--- src/rtl/kcpsmx3_inc.sv ---
// Shared RojoBlaze port-bus definitions: bus widths, interrupt FSM states,
// address offsets above the channel window and error register bit positions.
package kcpsmx3_inc;

  localparam int PORT_WIDTH = 8;
  localparam int PORT_DEPTH = 8;

  typedef enum logic [1:0] {
    IDLE,
    PEND,
    SERVICE
  } irq_state_t;

  // Offsets added to NUM_CH to form the status and error port IDs
  localparam int STATUS_OFS = 0;
  localparam int ERROR_OFS  = 1;

  localparam int ERR_UNDERFLOW = 0;
  localparam int ERR_CAP_OVF   = 1;
  localparam int ERR_STIM_DROP = 2;
  localparam int ERR_BITS      = 3;

endpackage

--- src/rtl/rojo_sync_fifo.sv ---
// Synchronous FIFO with async active-high reset. Pointers carry one extra
// wrap bit so full/empty are distinguished by the MSB compare.
module rojo_sync_fifo #(
  parameter int WIDTH = 8,
  parameter int DEPTH = 8
) (
  input  logic             clk,
  input  logic             reset,
  input  logic             push,
  input  logic [WIDTH-1:0] push_data,
  input  logic             pop,
  output logic             full,
  output logic             empty,
  output logic [WIDTH-1:0] head
);

  localparam int AW = $clog2(DEPTH);

  logic [AW:0]      wr_ptr;
  logic [AW:0]      rd_ptr;
  logic [WIDTH-1:0] mem [DEPTH];
  logic             do_push;
  logic             do_pop;

  assign empty   = (wr_ptr == rd_ptr);
  assign full    = (wr_ptr[AW] != rd_ptr[AW]) && (wr_ptr[AW-1:0] == rd_ptr[AW-1:0]);
  assign head    = mem[rd_ptr[AW-1:0]];
  // A push into a full FIFO is legal when the head leaves on the same edge
  assign do_push = push && (!full || pop);
  assign do_pop  = pop && !empty;

  always_ff @(posedge clk or posedge reset) begin
    if (reset) begin
      wr_ptr <= '0;
      rd_ptr <= '0;
    end else begin
      if (do_push) wr_ptr <= wr_ptr + {{AW{1'b0}}, 1'b1};
      if (do_pop)  rd_ptr <= rd_ptr + {{AW{1'b0}}, 1'b1};
    end
  end

  always_ff @(posedge clk) begin
    if (do_push) mem[wr_ptr[AW-1:0]] <= push_data;
  end

endmodule

--- src/rtl/rojo_port_responder.sv ---
// Multi-channel RojoBlaze port-bus peripheral: RX stimulus FIFOs, capture FIFO
// and interrupt handshake. Define ROJO_PORT_TIMESTAMP_EN to timestamp captures.
module rojo_port_responder #(
  parameter int PORT_WIDTH = kcpsmx3_inc::PORT_WIDTH,
  parameter int PORT_DEPTH = kcpsmx3_inc::PORT_DEPTH,
  parameter int NUM_CH     = 4,
  parameter int RX_DEPTH   = 8,
  parameter int CAP_DEPTH  = 16,
  parameter logic [PORT_WIDTH-1:0] EMPTY_VAL = '1,
  localparam int CHW = (NUM_CH > 1) ? $clog2(NUM_CH) : 1
) (
  input  logic                  clk,
  input  logic                  reset,
  input  logic [PORT_DEPTH-1:0] port_id,
  input  logic                  read_strobe,
  input  logic                  write_strobe,
  input  logic [PORT_WIDTH-1:0] out_port,
  output logic [PORT_WIDTH-1:0] in_port,
  output logic                  interrupt,
  input  logic                  interrupt_ack,
  input  logic                  irq_en,
  input  logic                  stim_valid,
  input  logic [CHW-1:0]        stim_ch,
  input  logic [PORT_WIDTH-1:0] stim_data,
  output logic                  stim_ready,
  output logic                  cap_valid,
  input  logic                  cap_ready,
  output logic [CHW-1:0]        cap_ch,
  output logic [PORT_WIDTH-1:0] cap_data,
  output logic [15:0]           cap_time
);

  import kcpsmx3_inc::*;

  localparam logic [PORT_DEPTH-1:0] CH_LIMIT  = PORT_DEPTH'(NUM_CH);
  localparam logic [PORT_DEPTH-1:0] STATUS_ID = PORT_DEPTH'(NUM_CH + STATUS_OFS);
  localparam logic [PORT_DEPTH-1:0] ERROR_ID  = PORT_DEPTH'(NUM_CH + ERROR_OFS);
`ifdef ROJO_PORT_TIMESTAMP_EN
  localparam int CAP_W = 16 + CHW + PORT_WIDTH;
`else
  localparam int CAP_W = CHW + PORT_WIDTH;
`endif

  logic [PORT_WIDTH-1:0] rx_head [NUM_CH];
  logic [NUM_CH-1:0]     rx_full, rx_empty, rx_pop, rx_push;
  logic [PORT_WIDTH-1:0] status_word;
  logic [ERR_BITS-1:0]   err, err_evt;
  logic                  underflow, sel_full, sel_pop, stim_drop, err_clr;
  logic                  cap_wr, cap_pop, cap_push, cap_full, cap_empty, cap_ovf;
  logic [CAP_W-1:0]      cap_in, cap_head;
  irq_state_t            state;

  for (genvar g = 0; g < NUM_CH; g++) begin : g_rx
    rojo_sync_fifo #(.WIDTH(PORT_WIDTH), .DEPTH(RX_DEPTH)) u_rx (
      .clk(clk), .reset(reset), .push(rx_push[g]), .push_data(stim_data),
      .pop(rx_pop[g]), .full(rx_full[g]), .empty(rx_empty[g]), .head(rx_head[g])
    );
  end

  // Read decode: in_port mux, RX pops, underflow and stimulus channel select
  always_comb begin
    in_port     = EMPTY_VAL;
    rx_pop      = '0;
    underflow   = 1'b0;
    sel_full    = 1'b1;
    sel_pop     = 1'b0;
    status_word = '0;
    for (int n = 0; n < NUM_CH; n++) begin
      status_word[n] = !rx_empty[n];
      if (port_id == PORT_DEPTH'(n)) begin
        in_port = rx_empty[n] ? EMPTY_VAL : rx_head[n];
        if (read_strobe) begin
          if (rx_empty[n]) underflow = 1'b1;
          else             rx_pop[n] = 1'b1;
        end
      end
      if (stim_ch == CHW'(n)) begin
        sel_full = rx_full[n];
        sel_pop  = rx_pop[n];
      end
    end
    if (port_id == STATUS_ID)     in_port = status_word;
    else if (port_id == ERROR_ID) in_port = PORT_WIDTH'(err);
  end

  always_comb begin
    rx_push = '0;
    for (int n = 0; n < NUM_CH; n++)
      rx_push[n] = stim_valid && (stim_ch == CHW'(n)) && (!rx_full[n] || rx_pop[n]);
  end

  assign stim_ready = !sel_full;
  assign stim_drop  = stim_valid && sel_full && !sel_pop;

  assign cap_wr    = write_strobe && (port_id < CH_LIMIT);
  assign cap_pop   = cap_valid && cap_ready;
  assign cap_push  = cap_wr && (!cap_full || cap_pop);
  assign cap_ovf   = cap_wr && cap_full && !cap_pop;
  assign cap_valid = !cap_empty;

`ifdef ROJO_PORT_TIMESTAMP_EN
  logic [15:0] ts_count;

  always_ff @(posedge clk or posedge reset) begin
    if (reset) ts_count <= '0;
    else       ts_count <= ts_count + 16'd1;
  end

  assign cap_in   = {ts_count, port_id[CHW-1:0], out_port};
  assign cap_time = cap_valid ? cap_head[CAP_W-1 -: 16] : 16'd0;
`else
  assign cap_in   = {port_id[CHW-1:0], out_port};
  assign cap_time = 16'd0;
`endif

  assign cap_data = cap_valid ? cap_head[PORT_WIDTH-1:0] : '0;
  assign cap_ch   = cap_valid ? cap_head[PORT_WIDTH +: CHW] : '0;

  rojo_sync_fifo #(.WIDTH(CAP_W), .DEPTH(CAP_DEPTH)) u_cap (
    .clk(clk), .reset(reset), .push(cap_push), .push_data(cap_in),
    .pop(cap_pop), .full(cap_full), .empty(cap_empty), .head(cap_head)
  );

  // A fresh error event outranks the read-clear on the same edge
  assign err_clr = read_strobe && (port_id == ERROR_ID);
  always_comb begin
    err_evt                = '0;
    err_evt[ERR_UNDERFLOW] = underflow;
    err_evt[ERR_CAP_OVF]   = cap_ovf;
    err_evt[ERR_STIM_DROP] = stim_drop;
  end

  always_ff @(posedge clk or posedge reset) begin
    if (reset) err <= '0;
    else       err <= (err & ~{ERR_BITS{err_clr}}) | err_evt;
  end

  always_ff @(posedge clk or posedge reset) begin
    if (reset) begin
      state     <= IDLE;
      interrupt <= 1'b0;
    end else begin
      case (state)
        IDLE: begin
          if (irq_en && !(&rx_empty)) begin
            state     <= PEND;
            interrupt <= 1'b1;
          end
        end
        PEND: begin
          if (!irq_en) begin
            state     <= IDLE;
            interrupt <= 1'b0;
          end else if (interrupt_ack) begin
            state     <= SERVICE;
            interrupt <= 1'b0;
          end
        end
        SERVICE: begin
          interrupt <= 1'b0;
          if (read_strobe && (port_id == STATUS_ID)) state <= IDLE;
        end
        default: begin
          state     <= IDLE;
          interrupt <= 1'b0;
        end
      endcase
    end
  end

endmodule

--- config.mk ---
export PLATFORM = sky130hd
export DESIGN_NAME = rojo_port_responder
export DESIGN_NICKNAME = d
export VERILOG_FILES = /design/src/rtl/kcpsmx3_inc.sv /design/src/rtl/rojo_sync_fifo.sv /design/src/rtl/rojo_port_responder.sv
export SDC_FILE = /design/constraint.sdc
export NUM_CORES = 1
export LEC_CHECK = 0
export BUFFER_PORTS_ARGS = -buffer_cell sky130_fd_sc_hd__buf_2
export CORE_ASPECT_RATIO = 1.4
export CORE_UTILIZATION = 55
export DETAILED_ROUTE_END_ITERATION = 7
export PLACE_DENSITY = 0.71
export SYNTH_ARGS = -nofsm -noshare
export SYNTH_HDL_FRONTEND = slang
export SYNTH_SLANG_ARGS = --single-unit
--- constraint.sdc ---
create_clock -name clk -period 3.4 [get_ports clk]
set_clock_uncertainty 0.1 [all_clocks]
set_input_delay 0 -clock clk [delete_from_list [all_inputs] [get_ports clk]]
set_output_delay 0 -clock clk [all_outputs]
set_load 0.1 [all_outputs]
==> results by stage <==
Global routing:
- The first global-routing pass estimated 60.9 mm of wire.
- The total global routing track utilization is 23.3%.
- The maximum number of pins on one net before global-route repair is 44.
- The number of global-route vias before repair was 10,000.
- For this run the aggregate overflow at the end of global routing stands at 0.
- The initial antenna violation count is 3.

Setup path:
- The slowest stage of the critical path is the sky130_fd_sc_hd__dlygate4sd3_1 cell.
- The buffer and inverter count on the worst path is 4.
- Data on the critical path arrives at its endpoint at 3.15 ns.
- The critical path goes through dlygate4sd3_1, buf_2, or4_4, dlygate4sd3_1, nor3_4, nand2_1, o211ai_1, nor3_2, buf_2.
- Broken down by cell family, the worst path's largest delay share belongs to buffers and inverters.
- On the worst path, the slowest cell contributes a delay of 0.61 ns.
- STA puts the critical path data required time at 3.30 ns.
- The category of the most critical setup path is in -> out.
- The worst setup path is captured at an output port.
- STA classifies the critical path startpoint as an input port.
- In this run the critical register-to-register path is launched from g_rx[0].u_rx.rd_ptr[0].
- The most critical setup path has its startpoint at port_id[2].
- Along the worst path, the maximum fanout reaches 7.

Floorplanning:
- The starting density of the core is 56.2%.
- For this design the top-level I/O count stands at 71.
- The number of standard-cell rows in the floorplan is 80.
- The vertical extent of the die is 224 um.
- The die width is 160 um.
- In this run the standard cell core region covers 34,300 um2.
- The floorplan step defined a die boundary enclosing 35,800 um2.

Run:
- Across the run, the number of max-cap violations was 0.

Logic synthesis:
- The post-synthesis average cell area is 18.9 um2.
- The netlist uses 59 different library cells.
- The cell count after synthesis came out at 1,021.
- The fraction of registers with async set or reset after synthesis is 10.3%.
- The number of synthesized flops with an enable pin is 416.
- By area the synthesized netlist is led by sky130_fd_sc_hd__edfxtp_1 65%, sky130_fd_sc_hd__mux4_2 13%, sky130_fd_sc_hd__dfrtp_1 6.2%.
- The top cell type by area accounts for 64.8% of the synthesized area.
- The number of warning messages in the yosys log is 0.
- For this run, the leading register cell type out of synthesis is sky130_fd_sc_hd__edfxtp_1.
- In this run, synthesis produced a sequential element count of 464.
- Summed over all instances, the cell type with the most area after synthesis is sky130_fd_sc_hd__edfxtp_1.
- In this run the cell area of the synthesized design comes to 19,300 um2.
- Sequential cells were found to cover 71.0% of the synthesized design area.

STA:
- The final total negative setup slack is 0 ns.
- The final critical path takes up 95.6% of the cycle.
- Setup violations remaining at the end of the flow were counted as 0.
- The final number of max-transition violations is 0.
- Setup slack closes at 0.149 ns.
- Setup repair after global routing left no endpoint under its margin.
- Subtracting the final worst setup slack from the clock period gives 3.25 ns.
- The worst max-slew margin expressed relative to the limit is 19.3%.
- Timing would allow up to 308 MHz.
- The hold violation count in the final report was 0.
- The measured slew at the worst slew-check pin is 1.20 ns.

Clocking:
- The count of buffers added by post-CTS timing repair for setup is 0.
- In this run, CTS created clock tree buffers numbering 43.
- TritonCTS built the clock tree.
- The clock tree buffer depth is 3.
- The clock-pin slew reported for the worst setup and hold paths after clock tree synthesis is 0.06 ns.
- For this design, the sink count on the clock tree is 464.
- The count of H-tree levels built during CTS is 2.
- At the later pin of the worst-skew pair, clock insertion delay measures 0.56 ns.
- The root cell of the clock tree is sky130_fd_sc_hd__clkbuf_16.

Run status:
- The flow ran to the end, and the final reports show no timing, DRC or antenna violations.

Detailed routing:
- For this block, the via count after detailed routing is 9,715.
- The initial DRC count is 609.
- The antenna violation net count after detailed routing is 0.
- The first-pass iteration count of the detailed router is 5.
- The post-detailed-route DRC marker count is 0.
- Summed over all layers, the routed wires come to 40.3 mm.
- Dividing the detail-routed wire length by the instance count gives 24.5 um.
- The detailed-route vias per instance is 5.91.

Placement:
- The count of buffers added on input and output ports is 54.
- The post-place setup slack is 0.634 ns.
- The final weighted congestion in routability-driven placement is 0.911.
- The placed wire-length estimate is 26.7 mm.

Final layout:
- The multi-input combinational cells in the finished layout cover a total of 5260 um2.
- The count of fill cells added during filler insertion is 2,298.
- The sequential cell area is 13,700 um2.
- The post-route netlist has 26.6% of its cells at a drive strength greater than 1.
- From synthesis to final layout, the design area changed by 14.1%.
- The final net count is 1,205.
- The utilization after layout is 64.1%.

Power:
- The total power divided by cell area is 694 nW/um2.
- IR analysis of the VDD net gives a maximum drop of 1.68 mV.
- The total design power is 15,300 uW.
- The analysis attributes to cell leakage a power of 0.00734 uW.

Min path:
- The worst hold path belongs to the class in -> reg.
- The worst hold path begins at port_id[7].
## power by group
group          total [uW]  internal, uW  leakage, uW  switching, uW
Combinational        3770          1360      0.00233           2410
Clock                4650          2650     0.000658           2000
Sequential           6860          6510      0.00435            357
Total               15300         10500      0.00734           4770
## worst register-to-register path, stage by stage, from the launching register on
cell and delay [ns]:
sky130_fd_sc_hd__dfrtp_1 0.39, sky130_fd_sc_hd__buf_4 0.25, sky130_fd_sc_hd__xnor2_1 0.32, sky130_fd_sc_hd__nand4_1 0.16
sky130_fd_sc_hd__mux4_2 0.49, sky130_fd_sc_hd__a311o_1 0.36, sky130_fd_sc_hd__o31ai_2 0.16, sky130_fd_sc_hd__dlygate4sd3_1 0.56
## stage by stage
| stage | cell area, um2 | hold WS (ns) | instances |
|---|---|---|---|
| 2_1_floorplan | 19400 | -0.00113 | 1036 |
| 3_3_place_gp | 20200 | -0.0194 | 1521 |
| 3_5_place_dp | 20200 | -0.0251 | 1521 |
| 4_1_cts | 22000 | 0.0390 | 1642 |
| 5_1_grt | 22000 | 0.0896 | 1643 |
| 6_report | 22000 | 0.0572 | 1643 |
## layout by cell type (no fill, tap or decap), drive strengths merged, types with 3 or more instances in the layout
cell	instances
xnor2	35
ha	13
o211ai	5
a211oi	4
nand2	37
nor4	7
clkinv	13
and2	15
xor2	24
conb	16
or3	3
dlygate4sd3	43
mux2i	23
a21oi	12
nor2b	5
clkbuf	60
nor3b	4
mux4	114
nor3	17
o21ai	10
mux2	18
inv	10
edfxtp	416
nand2b	15
and3	22
buf	106
nor2	27
nand4	16
nand3	22
bufinv	3
o21a	3
dfrtp	48
a31oi	3
## layout make-up
type                    instances  share of cell area (%)
inverters                       8                   0.136
clock inverters                18                   0.824
diodes                          1                  0.0114
repair buffers                149                    5.01
flip-flops and latches        464                    62.2
multi-input cells             492                    23.9
clock buffers                  60                    5.32
well taps                     451                    2.56
## synthesized netlist by cell type (all sizes together) (2+ instances only)
cell type    n
inv          8
and4         2
o21a         3
nor4         7
and3        22
clkbuf      27
or3          3
ha          13
a211oi       4
a31oi        3
buf         45
nor3b        4
mux4       114
xnor2       35
nand2b      15
nand3b       2
o21ai       10
mux2i       23
a21oi       12
xor2        24
or4          2
dfrtp       48
mux2        18
nor2b        5
nand2       37
edfxtp     416
and2        15
nand3       22
nand4b       2
o22ai        2
nand4       16
o211ai       5
nor2        27
nor3        17
## registers in the layout, summed over array words and instances, names as in the netlist
register / cells
u_cap.mem: 160
err: 3
interrupt: 1
u_cap.wr_ptr: 5
g_rx.u_rx.wr_ptr: 16
g_rx.u_rx.rd_ptr: 16
g_rx.u_rx.mem: 256
u_cap.rd_ptr: 5
state: 2
## layer usage
layer	GRT usage (%)	vias to the layer above	wire length, um
met5	0	-	22
met4	9.09	4	1440
met3	4.26	77	2080
met2	42.4	301	21700
met1	27.4	5000	15000
li1	-	4333	-
## path summary, 6_finish.rpt
check                                         end  slack, ns  depth (start not counted)
setup / recovery                       in_port[4]       0.15                          9
hold / removal             g_rx[3].u_rx.rd_ptr[2]       0.06                          6
setup reg to reg                           err[2]       0.54                          7
hold reg to reg                   u_cap.rd_ptr[4]       0.39                          1
max in group asynchronous  g_rx[3].u_rx.rd_ptr[0]       1.91                          5
min in group asynchronous  g_rx[1].u_rx.rd_ptr[2]       0.51                          4
## repair_timing
action | in CTS | in global routing
hold endpoints to repair | 500 | 0
hold buffers | 43 | 0
endpoints found under the setup margin | 0 | 2
resized for setup | 0 | 2
## logic make-up (layout without fill, tap and decap cells)
kind of cell,after synthesis,count (layout),synth area share [%]
adder cells (fa/ha/maj),13,13,0.844
flip-flops,464,464,71.0
AO/OA/AOI/OAI,49,49,1.81
XOR/XNOR,59,59,2.72
buffers and inverters,80,235,2.11
multiplexers,155,155,15.6
other,1,17,0.0194
AND/OR/NAND/NOR,200,200,5.93
No activity file was read; power rests on OpenSTA's default activity.
